`src/rtl/rix_axi_pkg.sv`:
```
// Shared AXI constants and helpers for the rix memory-side arbiters.
package rix_axi_pkg;

    localparam int unsigned TAG_WIDTH      = 2;
    localparam logic [1:0]  AXI_BURST_INCR = 2'b01;
    localparam logic [1:0]  AXI_RESP_OKAY  = 2'b00;

    // Ceiling log2, usable in constant expressions (e.g. arsize from bus width).
    function automatic int unsigned clog2(input int unsigned value);
        int unsigned result;
        result = 0;
        for (int unsigned i = 0; i < 32; i++) begin
            if ((64'd1 << i) < 64'(value)) begin
                result = i + 1;
            end
        end
        return result;
    endfunction

endpackage

```
`src/rtl/rr_arbiter.sv`:
```
// Combinational round-robin arbiter: first requester at or after ptr_i wins.
module rr_arbiter #(
    parameter int unsigned N     = 4,
    parameter int unsigned IDX_W = 2
) (
    input  logic [N-1:0]     req_i,
    input  logic [IDX_W-1:0] ptr_i,
    output logic [N-1:0]     gnt_o,
    output logic [IDX_W-1:0] idx_o,
    output logic             valid_o
);

    always_comb begin
        gnt_o   = '0;
        idx_o   = '0;
        valid_o = 1'b0;
        for (int unsigned i = 0; i < N; i++) begin
            int unsigned cand;
            cand = 32'(ptr_i) + i;
            if (cand >= N) begin
                cand = cand - N;
            end
            for (int unsigned j = 0; j < N; j++) begin
                if (!valid_o && (j == cand) && req_i[j]) begin
                    valid_o  = 1'b1;
                    gnt_o[j] = 1'b1;
                    idx_o    = IDX_W'(j);
                end
            end
        end
    end

endmodule

```
`src/rtl/axi_read_arbiter.sv`:
```
// Shares one AXI4 read port among PORTS requesters: round-robin AR with ID tagging,
// tag-based R routing and a per-port cap on bursts in flight.
module axi_read_arbiter
    import rix_axi_pkg::*;
#(
    parameter int unsigned PORTS           = 3,
    parameter int unsigned ADDR_WIDTH      = 25,
    parameter int unsigned DATA_WIDTH      = 32,
    parameter int unsigned ID_WIDTH        = 8,
    parameter int unsigned SID_WIDTH       = ID_WIDTH - 2,
    parameter int unsigned MAX_OUTSTANDING = 4
) (
    input  logic                         aclk,
    input  logic                         resetn,
    input  logic [PORTS*SID_WIDTH-1:0]   s_axi_arid,
    input  logic [PORTS*ADDR_WIDTH-1:0]  s_axi_araddr,
    input  logic [PORTS*8-1:0]           s_axi_arlen,
    input  logic [PORTS-1:0]             s_axi_arvalid,
    output logic [PORTS-1:0]             s_axi_arready,
    output logic [SID_WIDTH-1:0]         s_axi_rid,
    output logic [DATA_WIDTH-1:0]        s_axi_rdata,
    output logic [1:0]                   s_axi_rresp,
    output logic                         s_axi_rlast,
    output logic [PORTS-1:0]             s_axi_rvalid,
    input  logic [PORTS-1:0]             s_axi_rready,
    output logic [ID_WIDTH-1:0]          m_axi_arid,
    output logic [ADDR_WIDTH-1:0]        m_axi_araddr,
    output logic [7:0]                   m_axi_arlen,
    output logic [2:0]                   m_axi_arsize,
    output logic [1:0]                   m_axi_arburst,
    output logic                         m_axi_arlock,
    output logic [3:0]                   m_axi_arcache,
    output logic [2:0]                   m_axi_arprot,
    output logic                         m_axi_arvalid,
    input  logic                         m_axi_arready,
    input  logic [ID_WIDTH-1:0]          m_axi_rid,
    input  logic [DATA_WIDTH-1:0]        m_axi_rdata,
    input  logic [1:0]                   m_axi_rresp,
    input  logic                         m_axi_rlast,
    input  logic                         m_axi_rvalid,
    output logic                         m_axi_rready,
    output logic                         idle,
    output logic                         err_bad_tag
);

    localparam int unsigned CNT_W  = 4;
    localparam int unsigned ARSIZE = clog2(DATA_WIDTH / 8);

    localparam logic [0:0] ST_IDLE  = 1'b0;
    localparam logic [0:0] ST_ISSUE = 1'b1;

    logic [0:0]            state_q, state_d;
    logic [TAG_WIDTH-1:0]  ptr_q, ptr_d;
    logic [TAG_WIDTH-1:0]  gidx_q, gidx_d;
    logic [SID_WIDTH-1:0]  arid_q, arid_d;
    logic [ADDR_WIDTH-1:0] araddr_q, araddr_d;
    logic [7:0]            arlen_q, arlen_d;
    logic [CNT_W-1:0]      outst_q [PORTS];
    logic [CNT_W-1:0]      outst_d [PORTS];
    logic                  err_q, err_d;

    logic [PORTS-1:0]      elig;
    logic [PORTS-1:0]      arb_gnt;
    logic [TAG_WIDTH-1:0]  arb_idx;
    logic                  arb_valid;
    logic [SID_WIDTH-1:0]  sel_arid;
    logic [ADDR_WIDTH-1:0] sel_araddr;
    logic [7:0]            sel_arlen;
    logic [PORTS-1:0]      inc;
    logic [PORTS-1:0]      dec;
    logic [TAG_WIDTH-1:0]  rtag;
    logic                  tag_ok;
    logic                  r_last_fire;
    logic                  all_zero;

    always_comb begin
        for (int unsigned p = 0; p < PORTS; p++) begin
            elig[p] = s_axi_arvalid[p] && (outst_q[p] < CNT_W'(MAX_OUTSTANDING));
        end
    end

    rr_arbiter #(
        .N     (PORTS),
        .IDX_W (TAG_WIDTH)
    ) u_rr_arbiter (
        .req_i   (elig),
        .ptr_i   (ptr_q),
        .gnt_o   (arb_gnt),
        .idx_o   (arb_idx),
        .valid_o (arb_valid)
    );

    // Request field mux driven by the one-hot grant.
    always_comb begin
        sel_arid   = '0;
        sel_araddr = '0;
        sel_arlen  = '0;
        for (int unsigned p = 0; p < PORTS; p++) begin
            if (arb_gnt[p]) begin
                sel_arid   = s_axi_arid[p*SID_WIDTH +: SID_WIDTH];
                sel_araddr = s_axi_araddr[p*ADDR_WIDTH +: ADDR_WIDTH];
                sel_arlen  = s_axi_arlen[p*8 +: 8];
            end
        end
    end

    always_comb begin
        state_d       = state_q;
        ptr_d         = ptr_q;
        gidx_d        = gidx_q;
        arid_d        = arid_q;
        araddr_d      = araddr_q;
        arlen_d       = arlen_q;
        s_axi_arready = '0;
        inc           = '0;
        case (state_q)
            ST_IDLE: begin
                if (arb_valid) begin
                    s_axi_arready = arb_gnt;
                    gidx_d        = arb_idx;
                    arid_d        = sel_arid;
                    araddr_d      = sel_araddr;
                    arlen_d       = sel_arlen;
                    state_d       = ST_ISSUE;
                    ptr_d         = (arb_idx == TAG_WIDTH'(PORTS - 1)) ? '0
                                  : arb_idx + TAG_WIDTH'(1);
                end
            end
            ST_ISSUE: begin
                if (m_axi_arready) begin
                    for (int unsigned p = 0; p < PORTS; p++) begin
                        inc[p] = (gidx_q == TAG_WIDTH'(p));
                    end
                    state_d = ST_IDLE;
                end
            end
            default: state_d = ST_IDLE;
        endcase
    end

    // R routing by the tag carried in the top ID bits; unknown tags are sunk.
    assign rtag = m_axi_rid[ID_WIDTH-1 -: TAG_WIDTH];

    always_comb begin
        s_axi_rvalid = '0;
        m_axi_rready = 1'b1;
        tag_ok       = 1'b0;
        for (int unsigned p = 0; p < PORTS; p++) begin
            if (rtag == TAG_WIDTH'(p)) begin
                tag_ok          = 1'b1;
                s_axi_rvalid[p] = m_axi_rvalid;
                m_axi_rready    = s_axi_rready[p];
            end
        end
    end

    assign r_last_fire = m_axi_rvalid && m_axi_rready && m_axi_rlast;

    always_comb begin
        err_d    = err_q | (m_axi_rvalid & ~tag_ok);
        dec      = '0;
        all_zero = 1'b1;
        for (int unsigned p = 0; p < PORTS; p++) begin
            dec[p]     = r_last_fire && tag_ok && (rtag == TAG_WIDTH'(p));
            outst_d[p] = outst_q[p];
            if (outst_q[p] != '0) begin
                all_zero = 1'b0;
            end
            if (dec[p] && (outst_q[p] == '0)) begin
                err_d = 1'b1;
            end
            if (inc[p] && !(dec[p] && (outst_q[p] != '0))) begin
                outst_d[p] = outst_q[p] + CNT_W'(1);
            end else if (!inc[p] && dec[p] && (outst_q[p] != '0)) begin
                outst_d[p] = outst_q[p] - CNT_W'(1);
            end
        end
    end

    always_ff @(posedge aclk or negedge resetn) begin
        if (!resetn) begin
            state_q  <= ST_IDLE;
            ptr_q    <= '0;
            gidx_q   <= '0;
            arid_q   <= '0;
            araddr_q <= '0;
            arlen_q  <= '0;
            err_q    <= 1'b0;
            for (int unsigned p = 0; p < PORTS; p++) begin
                outst_q[p] <= '0;
            end
        end else begin
            state_q  <= state_d;
            ptr_q    <= ptr_d;
            gidx_q   <= gidx_d;
            arid_q   <= arid_d;
            araddr_q <= araddr_d;
            arlen_q  <= arlen_d;
            err_q    <= err_d;
            for (int unsigned p = 0; p < PORTS; p++) begin
                outst_q[p] <= outst_d[p];
            end
        end
    end

    assign m_axi_arvalid = (state_q == ST_ISSUE);
    assign m_axi_arid    = {gidx_q, arid_q};
    assign m_axi_araddr  = araddr_q;
    assign m_axi_arlen   = arlen_q;
    assign m_axi_arsize  = 3'(ARSIZE);
    assign m_axi_arburst = AXI_BURST_INCR;
    assign m_axi_arlock  = 1'b0;
    assign m_axi_arcache = 4'd0;
    assign m_axi_arprot  = 3'd0;

    assign s_axi_rid   = m_axi_rid[SID_WIDTH-1:0];
    assign s_axi_rdata = m_axi_rdata;
    assign s_axi_rresp = m_axi_rresp;
    assign s_axi_rlast = m_axi_rlast;

    assign idle        = (state_q == ST_IDLE) && all_zero && (s_axi_arvalid == '0);
    assign err_bad_tag = err_q;

endmodule

```
`config.mk`:
```
export PLATFORM = sky130hd
export DESIGN_NAME = axi_read_arbiter
export DESIGN_NICKNAME = d
export VERILOG_FILES = /design/src/rtl/rix_axi_pkg.sv /design/src/rtl/rr_arbiter.sv /design/src/rtl/axi_read_arbiter.sv
export SDC_FILE = /design/constraint.sdc
export NUM_CORES = 1
export LEC_CHECK = 0
export ABC_AREA = 1
export CAP_MARGIN = 15
export CELL_PAD_IN_SITES_DETAIL_PLACEMENT = 0
export CELL_PAD_IN_SITES_GLOBAL_PLACEMENT = 1
export CORE_UTILIZATION = 42
export CTS_CLUSTER_SIZE = 8
export DETAILED_ROUTE_END_ITERATION = 10
export DONT_BUFFER_PORTS = 1
export PLACE_DENSITY = 0.87
export SYNTH_ARGS = -nofsm -noshare
export SYNTH_HDL_FRONTEND = slang
export SYNTH_SLANG_ARGS = --single-unit
```
`constraint.sdc`:
```
create_clock -name aclk -period 2.95 [get_ports aclk]
set_input_delay 0.7375 -clock aclk [delete_from_list [all_inputs] [get_ports aclk]]
set_output_delay 0.7375 -clock aclk [all_outputs]
set_load 0.01 [all_outputs]
```
==> out/metrics.yaml, run 1 <==
outcome: "finished clean"
cts_buffer_depth: 2
cap_violations: 0
cts_buffers: 9
irDropWorstVdd_v: 0.0005532
grt_usage_pct: 21.50
grt-ovfl-total: 0
synth_area_leader_cell: "dfrtp_1"
critPathKind: "register to output port"
grt_pass1_wl_um: 19060
synth_edf_count: 0
syn-cell-area_sq_um: 4622
rows: 37
r2r_end: "outst_q[11]"
tns_ns: 0
clock_latency_ns: 0.34
synthArstFlopShare_pct: 100.0
worst_slack_ns: 0.2173
core_area_sq_um: 10510
path_clk_slew_ns: 0.07
relSlewSlack_pct: 63.83
synth_commonest_cells: "nand2_1, inv_1, a21oi_1"
ant_nets: 0
synthFlopType: "dfrtp_1"
first_pass_iters: 4
synthCells: 719
max_freq_ghz: 0.3659
power.leakage_nw: 2.652
yosysMostFrequentCell: "nand2_1"
gp_congestion: 0.8200
maxSlewViolCount: 0
cts_hold_buf: 0
rsz0062_at_grt: "no"
fin_crit_sh_pct: 92.63
cts_root_buffer: "clkbuf_8"
drt_iter0_drc: 250
synth-seq-area-share_pct: 30.86
arrival_ns: 2.00
htree_num_levels: 3
critPathRequiredTime_ns: 2.21
synthDistinctLibCells: 34
port_buffers: 0
ys.warnings.count: 0
die_h_um: 106.9
cp-end-kind: "output port"
hold_path_class: "primary input to async pin"
p_per_area_nw_per_um2: 1050
dpl_worst_slack_ns: 0.1868
dpl.hpwl_um: 8698
viasPerCell: 5.222
reg2reg_depth: 14
hold_viol: 0
start_kind: "register"
clock_skew_ns: 0.009879
cts_tree: "yes"
syn_area_per_cell_sq_um: 6.428
pin_count: 275
setup-violations-final: 0
drive_above_1_share_pct: 7.015
syn_to_final_growth_pct: -0.5144
start_util_pct: 43.98
cp_max_fo: 3
reg2reg_slack_ns: 0.51
r2r-start: "outst_q[11]"
synth.area.top_cells: "dfrtp_1, nand2_1, buf_4"
grt_pass1_vias: 3988
finalCriticalPeriod_ns: 2.733
fin_nets: 849
synth_seq_cells: 57
die-area_sq_um: 11430
routed_wirelength_um: 12210
clock-sinks: 57
num_vias: 4209
n_antenna_cell: 0
drc_errors: 0
die_w_um: 106.9
routedWlPerCell_um: 15.15
netlist.area_leader.share_pct: 30.86
final_util_pct: 43.76
crit_start: "ptr_q[0]"
antenna_found_initial: 0
tightestPinTransition_ns: 0.5377
grt_max_degree: 58
[kinds of logic after synthesis]
family | share of synthesized area (%)
flip-flops | 30.86
other | 0.1625
XOR/XNOR | 1.327
AND/OR/NAND/NOR | 31.70
adder cells (fa/ha/maj) | 4.007
buffers and inverters | 21.44
AO/OA/AOI/OAI | 10.50
[routing by layer]
layer	track usage (%)	wire length, um	vias to the layer above
met3	5.775	1000	30
met2	36.91	5957	167
li1	-	-	2048
met1	24.88	5008	1964
met4	9.883	242	0
met5	0	0	-
[sequential cells by signal (all words and copies together) (netlist names)]
| name | flops |
|---|---|
| arid_q | 6 |
| ptr_q | 2 |
| outst_q | 12 |
| m_axi_arvalid | 1 |
| gidx_q | 2 |
| m_axi_arlen | 8 |
| err_bad_tag | 1 |
| m_axi_araddr | 25 |
[layout by cell type, fill, tap and decap left out, types with 2 or more instances in the layout]
master and count:
a21oi_1 82, a31oi_1 2, buf_4 12, clkbuf_8 11
clkinv_2 2, conb_1 13, dfrtp_1 57, fa_1 3
ha_1 9, inv_1 106, inv_2 3, nand2_1 249
nand3_1 55, nand3_2 2, nand4_1 7, nor2_1 16
nor2_2 5, nor2_4 2, nor3_1 3, nor4_1 3
o21ai_0 3, o21ai_1 3, or2_4 2, xor2_1 6
[where the power goes]
group	leakage, nW	total, W	switching, W	internal [W]
logic	1.82	0.00262	0.00171	0.000915
registers	0.729	0.00147	0.000378	0.00109
clock network	0.102	0.000739	0.000310	0.000429
total	2.65	0.00483	0.00240	0.00243
[layout make-up]
| type | instances | area [sq um] |
|---|---|---|
| Clock buffer | 12 | 155.1 |
| Clock inverter | 3 | 40.04 |
| Fill cell | 1107 | 5911 |
| Inverter | 109 | 409.1 |
| Multi-Input combinational cell | 477 | 2307 |
| Sequential cell | 57 | 1426 |
| Tap cell | 136 | 170.2 |
| Timing Repair Buffer | 12 | 90.09 |
[repair_timing]
item / 4_1_cts / 5_1_grt
gates resized for setup: 0 / 6
setup endpoints to repair: 0 / 2
setup buffers: 0 / 1
[critical path, stage by stage (launching register included)]
cell	delay (ns)
dfrtp_1	0.41
inv_1	0.15
ha_4	0.23
nand3_2	0.08
inv_1	0.10
nor2_4	0.15
nand4_1	0.10
nor2_1	0.10
nand3_1	0.09
nand2_2	0.08
inv_2	0.04
nor2_2	0.13
[stage by stage]
step / hold WS, ns / instances / cell area [sq um] / power (W)
after floorplan: 0.4419 / 730 / 4663 / 0.003563
after global placement: 0.4431 / 790 / 4368 / 0.003964
after detailed placement: 0.4431 / 790 / 4368 / 0.004069
after CTS: 0.06110 / 805 / 4563 / 0.004838
after global routing: 0.05551 / 806 / 4598 / 0.005327
final: 0.08937 / 806 / 4598 / 0.004829
[worst max-delay path by stage]
stage	endpoint	slack [ns]
final	s_axi_arready[2]	0.22
after global routing	s_axi_arready[1]	0.04
after CTS	s_axi_arready[2]	0.004
after detailed placement	outst_q[3]	0.19
after global placement	outst_q[7]	0.35
after floorplan	outst_q[7]	0.35
No activity file was read; power rests on OpenSTA's default activity.
==> inputs of run 2 (changes only) <==
--- a/config.mk
+++ b/config.mk
@@ -16,2 +16,3 @@
 export PLACE_DENSITY = 0.87
+export REMOVE_ABC_BUFFERS = 1
 export SYNTH_ARGS = -nofsm -noshare
==> constraint.sdc (replaced) <==
create_clock -name aclk -period 2.95 [get_ports aclk]
set_input_delay 0.59 -clock aclk [delete_from_list [all_inputs] [get_ports aclk]]
set_output_delay 0.59 -clock aclk [all_outputs]
set_load 0.01 [all_outputs]
==> run 2 against run 1 <==
Sequential cell count stayed put. Clock skew is 0.0013 ns lower. Power rose by 0.96%. Largest power group unchanged. Final cell count fell by 0.25%. Core utilization is essentially flat. Count of clock-buffer cells in the layout rose by 2. Largest cell class unchanged.
==> out/metrics.yaml, run 2 (synthesized netlist as in run 1, its figures left out) <==
outcome: "finished clean"
fin_crit_sh_pct: 92.66  # about the same
pin_count: 275  # unchanged
stdcell_count: 804  # -0.25%
hold_viol: 0  # unchanged
drive_above_1_share_pct: 6.138  # -0.88 points
final_util_pct: 43.80  # +0.048 points
worstPathCellList: "inv_1 > ha_1 > nand3_2 > inv_1 > nor2_4 > nand4_1 > nor2_1 > nand3_1 > nand2_2 > inv_2 > nor2_2"
place_area_sq_um: 4358  # -0.23%
final_cell_mix: "nand2_1, inv_1, a21oi_1"
gp_congestion: 0.8467  # +3.3%
cts_tree: "yes"
wl_met1_um: 5734  # +14%
setup-violations-final: 0  # unchanged
antenna_found_initial: 0  # unchanged
path_delay_family: "simple AND/OR/NAND/NOR gates"
critPathRequiredTime_ns: 2.36  # +0.15 ns
design_area_sq_um: 4603  # +0.11%
power.leakage_nw: 2.655  # +0.15%
cp-end-kind: "output port"
cts_buffer_depth: 2  # unchanged
routed_wirelength_um: 13860  # +14%
cts_buffers: 9  # unchanged
relSlewSlack_pct: 65.26  # +1.4 points
grt_pass1_vias: 4327  # +8.5%
irDropWorstVdd_v: 0.0005625  # +1.7%
p_per_area_nw_per_um2: 1059  # +0.85%
die_h_um: 106.9  # unchanged
viasPerCell: 5.337  # +2.2%
start_util_pct: 43.98  # unchanged
cpMostUsedCell: "inv_1"
placed_cells_incl_taps: 787  # -0.38%
cp_max_fo: 3  # unchanged
cts_root_buffer: "clkbuf_8"
routedWlPerCell_um: 17.24  # +14%
path_clk_slew_ns: 0.07  # about the same
grt_usage_pct: 25.09  # +3.6 points
drt_iter0_drc: 197  # -21%
clock_skew_ns: 0.008531  # -0.001348 ns
mostFrequentLayoutCell: "nand2_1"
htree_num_levels: 3  # unchanged
core_area_sq_um: 10510  # unchanged
highest_layer: "met5"
tns_ns: 0  # unchanged
ant_nets: 0  # unchanged
wl_met3_um: 1643  # +64%
fin_nets: 846  # -0.35%
tightestPinTransition_ns: 0.5164  # -0.02126 ns
num_vias: 4291  # +1.9%
r2r_end: "arid_q[1]"
grt_pass1_wl_um: 21710  # +14%
max_stage_delay_ns: 0.37  # -0.04 ns
dpl.hpwl_um: 9997  # +15%
max_freq_ghz: 0.3659  # about the same
port_buffers: 0  # unchanged
rsz0062_at_grt: "no"
die_w_um: 106.9  # unchanged
critPathKind: "register to output port"
maxSlewViolCount: 0  # unchanged
cap_violations: 0  # unchanged
clock-sinks: 57  # unchanged
hold_path_class: "primary input to async pin"
start_kind: "register"
n_antenna_cell: 0  # unchanged
drc_errors: 0  # unchanged
clock_latency_ns: 0.34  # about the same
crit_path_top_delay_cell: "dfrtp_1"
first_pass_iters: 4  # unchanged
finalCriticalPeriod_ns: 2.733  # +0.0007000 ns
arrival_ns: 2.14  # +0.14 ns
die-area_sq_um: 11430  # unchanged
syn_to_final_growth_pct: -0.4062
reg2reg_slack_ns: 0.45  # -0.06 ns
reg2reg_depth: 12  # -2
whs_ns: 0.1074  # +0.01806 ns
grt_max_degree: 69  # +19%
wl_met2_um: 6203  # +4.1%
rows: 37  # unchanged
worst-path-buf-inv: 3  # unchanged
largest_register_ffs: 25  # unchanged
r2r-start: "ptr_q[0]"
grt-ovfl-total: 0  # unchanged
-- run 2: cell types whose count changed in the layout (fill, tap and decap cells not counted), sizes merged --
cell	before	now
buf	12	9
clkbuf	12	14
clkinv	2	1
-- run 2: layer usage --
layer  GRT usage (%)  vias to the layer above
li1                -                     2035
met3           12.95                       22
met1           28.98                     2000
met5           5.238                        -
met4           10.57                        2
met2           38.39                      232
-- run 2: area by class of cell --
cell class / count / area (sq um)
clock inverter: 2 / 35.03
inverter: 109 / 409.1
fill: 1105 / 5906
multi-input combinational: 477 / 2290
clock buffer: 14 / 172.7
sequential: 57 / 1426
tap: 136 / 170.2
timing repair buffer: 9 / 100.1
-- run 2: power breakdown --
part           switching [W]  internal [W]
clock network       0.000316      0.000459
registers           0.000385       0.00109
logic                0.00171      0.000916
total                0.00241       0.00246
-- run 2: metrics by stage --
stage	power, W	setup slack [ns]
after floorplan	0.003385	-1.603
after global placement	0.003977	0.3519
after detailed placement	0.004097	0.2657
after CTS	0.004922	0.04384
after global routing	0.005381	0.003936
final	0.004875	0.2166
-- run 2: how the worst max path moves through the flow --
stage          cells after the start    startpoint  slack (ns)                to
2_1_floorplan                     10      ptr_q[0]       -1.60          ptr_q[0]
3_3_place_gp                      17  m_axi_rid[6]        0.35        outst_q[7]
3_5_place_dp                      17  m_axi_rid[7]        0.27        outst_q[7]
4_1_cts                           11      ptr_q[0]        0.04  s_axi_arready[2]
5_1_grt                            9      ptr_q[0]       0.004  s_axi_arready[1]
6_report                          11      ptr_q[0]        0.22  s_axi_arready[2]
-- run 2: what timing repair did --
item | in CTS | in global routing
setup endpoints to repair | 0 | 1
setup buffers | 0 | 0
gates resized for setup | 0 | 3
endpoints found under the hold margin | 57 | 0
hold buffers | 1 | 0
-- run 2: worst reg2reg max path: cells and delay by family, from the launching register on --
kind	cells	cell delay, ns
adder cells (fa/ha/maj)	1	0.33
AND/OR/NAND/NOR	6	0.56
AO/OA/AOI/OAI	2	0.47
buffers and inverters	3	0.68
flip-flops	1	0.37
==> inputs of run 3 (changes only) <==
Settings changed: GPL_ROUTABILITY_DRIVEN from default to 0, PLACE_DENSITY 0.87 to 0.78.
==> run 3 against run 2 <==
Core utilization fell by 0.31 points. Highest routed layer is now met4. Largest cell class unchanged. Die area stayed put. Wire length fell by 1.5%. Critical path type unchanged. Via count is 3.1% lower. Critical endpoint is now s_axi_arready[1]. First-iteration DRC count decreased by 6.6%.
==> out/metrics.yaml, run 3 (synthesized netlist as in run 1, its figures left out) <==
largest_register_ffs: 25  # unchanged
maxSlewViolCount: 0  # unchanged
routedWlPerCell_um: 17.00  # -1.4%
grt_pass1_vias: 4105  # -5.1%
cp_max_fo: 3  # unchanged
grt_pass1_wl_um: 21710  # unchanged
routed_wirelength_um: 13650  # -1.5%
antenna_found_initial: 0  # unchanged
start_util_pct: 43.98  # unchanged
worst-path-buf-inv: 1  # -2
grt-busiest-layer: "met2"
outcome: "finished clean"
cap_violations: 0  # unchanged
crit_path_top_delay_cell: "dfrtp_1"
p_clk_share_pct: 15.6  # -0.3 points
final_cell_mix: "nand2_1, inv_1, a21oi_1"
power.leakage_nw: 2.644  # -0.45%
grt_util_met1_pct: 30.13  # +1.1 points
critPathRequiredTime_ns: 2.36  # about the same
grtUsageMet2_pct: 37.37  # -1.0 points
place_area_sq_um: 4345  # -0.29%
dpl.hpwl_um: 9912  # -0.85%
critPathKind: "register to output port"
start_kind: "register"
arrival_ns: 2.14  # about the same
die-area_sq_um: 11430  # unchanged
clock_latency_ns: 0.34  # about the same
tns_ns: 0  # unchanged
cpMostUsedCell: "nor2_1"
drt_iter0_drc: 184  # -6.6%
relSlewSlack_pct: 31.07  # -34 points
drc_errors: 0  # unchanged
design_area_sq_um: 4571  # -0.71%
path_delay_family: "simple AND/OR/NAND/NOR gates"
die_h_um: 106.9  # unchanged
ant_nets: 0  # unchanged
finalCriticalPeriod_ns: 2.733  # -0.0002500 ns
n_antenna_cell: 0  # unchanged
fin_nets: 846  # unchanged
cp-end-kind: "output port"
grt_max_degree: 58  # -16%
irDropWorstVdd_v: 0.001074  # +91%
p_per_area_nw_per_um2: 1043  # -1.6%
setup-violations-final: 0  # unchanged
reg2reg_slack_ns: 0.38  # -0.07 ns
cts_root_buffer: "clkbuf_8"
clock_skew_ns: 0.01246  # +0.003924 ns
cts_buffer_depth: 2  # unchanged
drive_above_1_share_pct: 5.997  # -0.14 points
first_pass_iters: 4  # unchanged
htree_num_levels: 3  # unchanged
reg2reg_depth: 11  # -1
max_freq_ghz: 0.3659  # about the same
dpl_worst_slack_ns: 0.2547  # -0.01104 ns
core_area_sq_um: 10510  # unchanged
grt_use_met3_pct: 14.65  # +1.7 points
cts_tree: "yes"
pin_count: 275  # unchanged
switching_share_pct: 49.67  # +0.19 points
tightestPinTransition_ns: 1.030  # +0.5136 ns
clock-sinks: 57  # unchanged
path_clk_slew_ns: 0.06  # about the same
fin_crit_sh_pct: 92.65  # about the same
grt-ovfl-total: 0  # unchanged
num_vias: 4160  # -3.1%
worstPathCellList: "inv_1 > ha_1 > nand3_2 > nand3_1 > nor2_1 > nand4_1 > nor2_1 > nor2_4 > nor2_1"
hold_path_class: "primary input to async pin"
rsz0062_at_grt: "no"
die_w_um: 106.9  # unchanged
whs_ns: 0.1187  # +0.01123 ns
sequentialPowerShare_pct: 30.9  # +0.7 points
mostFrequentLayoutCell: "nand2_1"
grt_usage_pct: 25.23  # +0.13 points
hold_viol: 0  # unchanged
cts_buffers: 9  # unchanged
syn_to_final_growth_pct: -1.110
max_stage_delay_ns: 0.37  # about the same
rows: 37  # unchanged
fillers: 1132  # +2.4%
port_buffers: 0  # unchanged
power.switching_w: 0.002367  # -1.9%
p_int_w: 0.002399  # -2.6%
path_depth: 9  # -2
worst_slack_ns: 0.2169  # +0.0002500 ns
combPwrFrac_pct: 53.5  # -0.4 points
viasPerCell: 5.181  # -2.9%
[run 3: through the flow]
| step | instances | utilization (%) | power, W |
|---|---|---|---|
| after global placement | 787 | 41.35 | 0.003953 |
| after CTS | 803 | 43.47 | 0.004840 |
| after global routing | 803 | 43.49 | 0.005314 |
| after floorplan | 643 | - | 0.003385 |
| final | 803 | 43.49 | 0.004766 |
| after detailed placement | 787 | 41.35 | 0.004047 |
[run 3: layout make-up]
| type | instances | area, sq um | share of cell area, % |
|---|---|---|---|
| clock inverters | 3 | 40.04 | 0.8760 |
| clock buffers | 12 | 155.1 | 3.394 |
| multi-input cells | 477 | 2282 | 49.93 |
| flip-flops and latches | 57 | 1426 | 31.21 |
| repair buffers | 9 | 87.58 | 1.916 |
| inverters | 109 | 409.1 | 8.952 |
| well taps | 136 | 170.2 | 3.723 |
[run 3: what timing repair did]
action,CTS,global route
endpoints found under the hold margin,57,0
hold buffers,1,0
setup buffers,0,0
setup endpoints to repair,0,1
gates resized for setup,0,1
[run 3: final timing paths]
kind	from	endpoint
worst min register to register	outst_q[11]	outst_q[11]
min in group aclk	m_axi_arready	m_axi_arvalid
max in group asynchronous	resetn	ptr_q[1]
worst max register to register	ptr_q[0]	m_axi_arlen[4]
worst max-delay path	ptr_q[0]	s_axi_arready[1]
worst min-delay path	resetn	arid_q[0]
[run 3: worst reg2reg max path, delay by kind of cell, from the launching register on]
kind / cells / cell delay [ns]
compound gates: 1 / 0.83
fa+ha+maj: 1 / 0.34
buf+inv: 1 / 0.08
flops: 1 / 0.37
simple gates: 8 / 0.89
[run 3: metal layers]
layer	up-vias	wire length (um)
li1	2031	-
met1	1901	5774
met2	213	5956
met3	15	1724
met4	0	198
met5	-	0
[run 3: power groups by stage]
stage	clock network [W]	registers, W	logic, W
final	0.000745	0.00147	0.00255
after global routing	0.000810	0.00151	0.00299
after CTS	0.000769	0.00148	0.00259
after detailed placement	0	0.00148	0.00256
after global placement	0	0.00148	0.00247
after floorplan	0	0.00139	0.00200
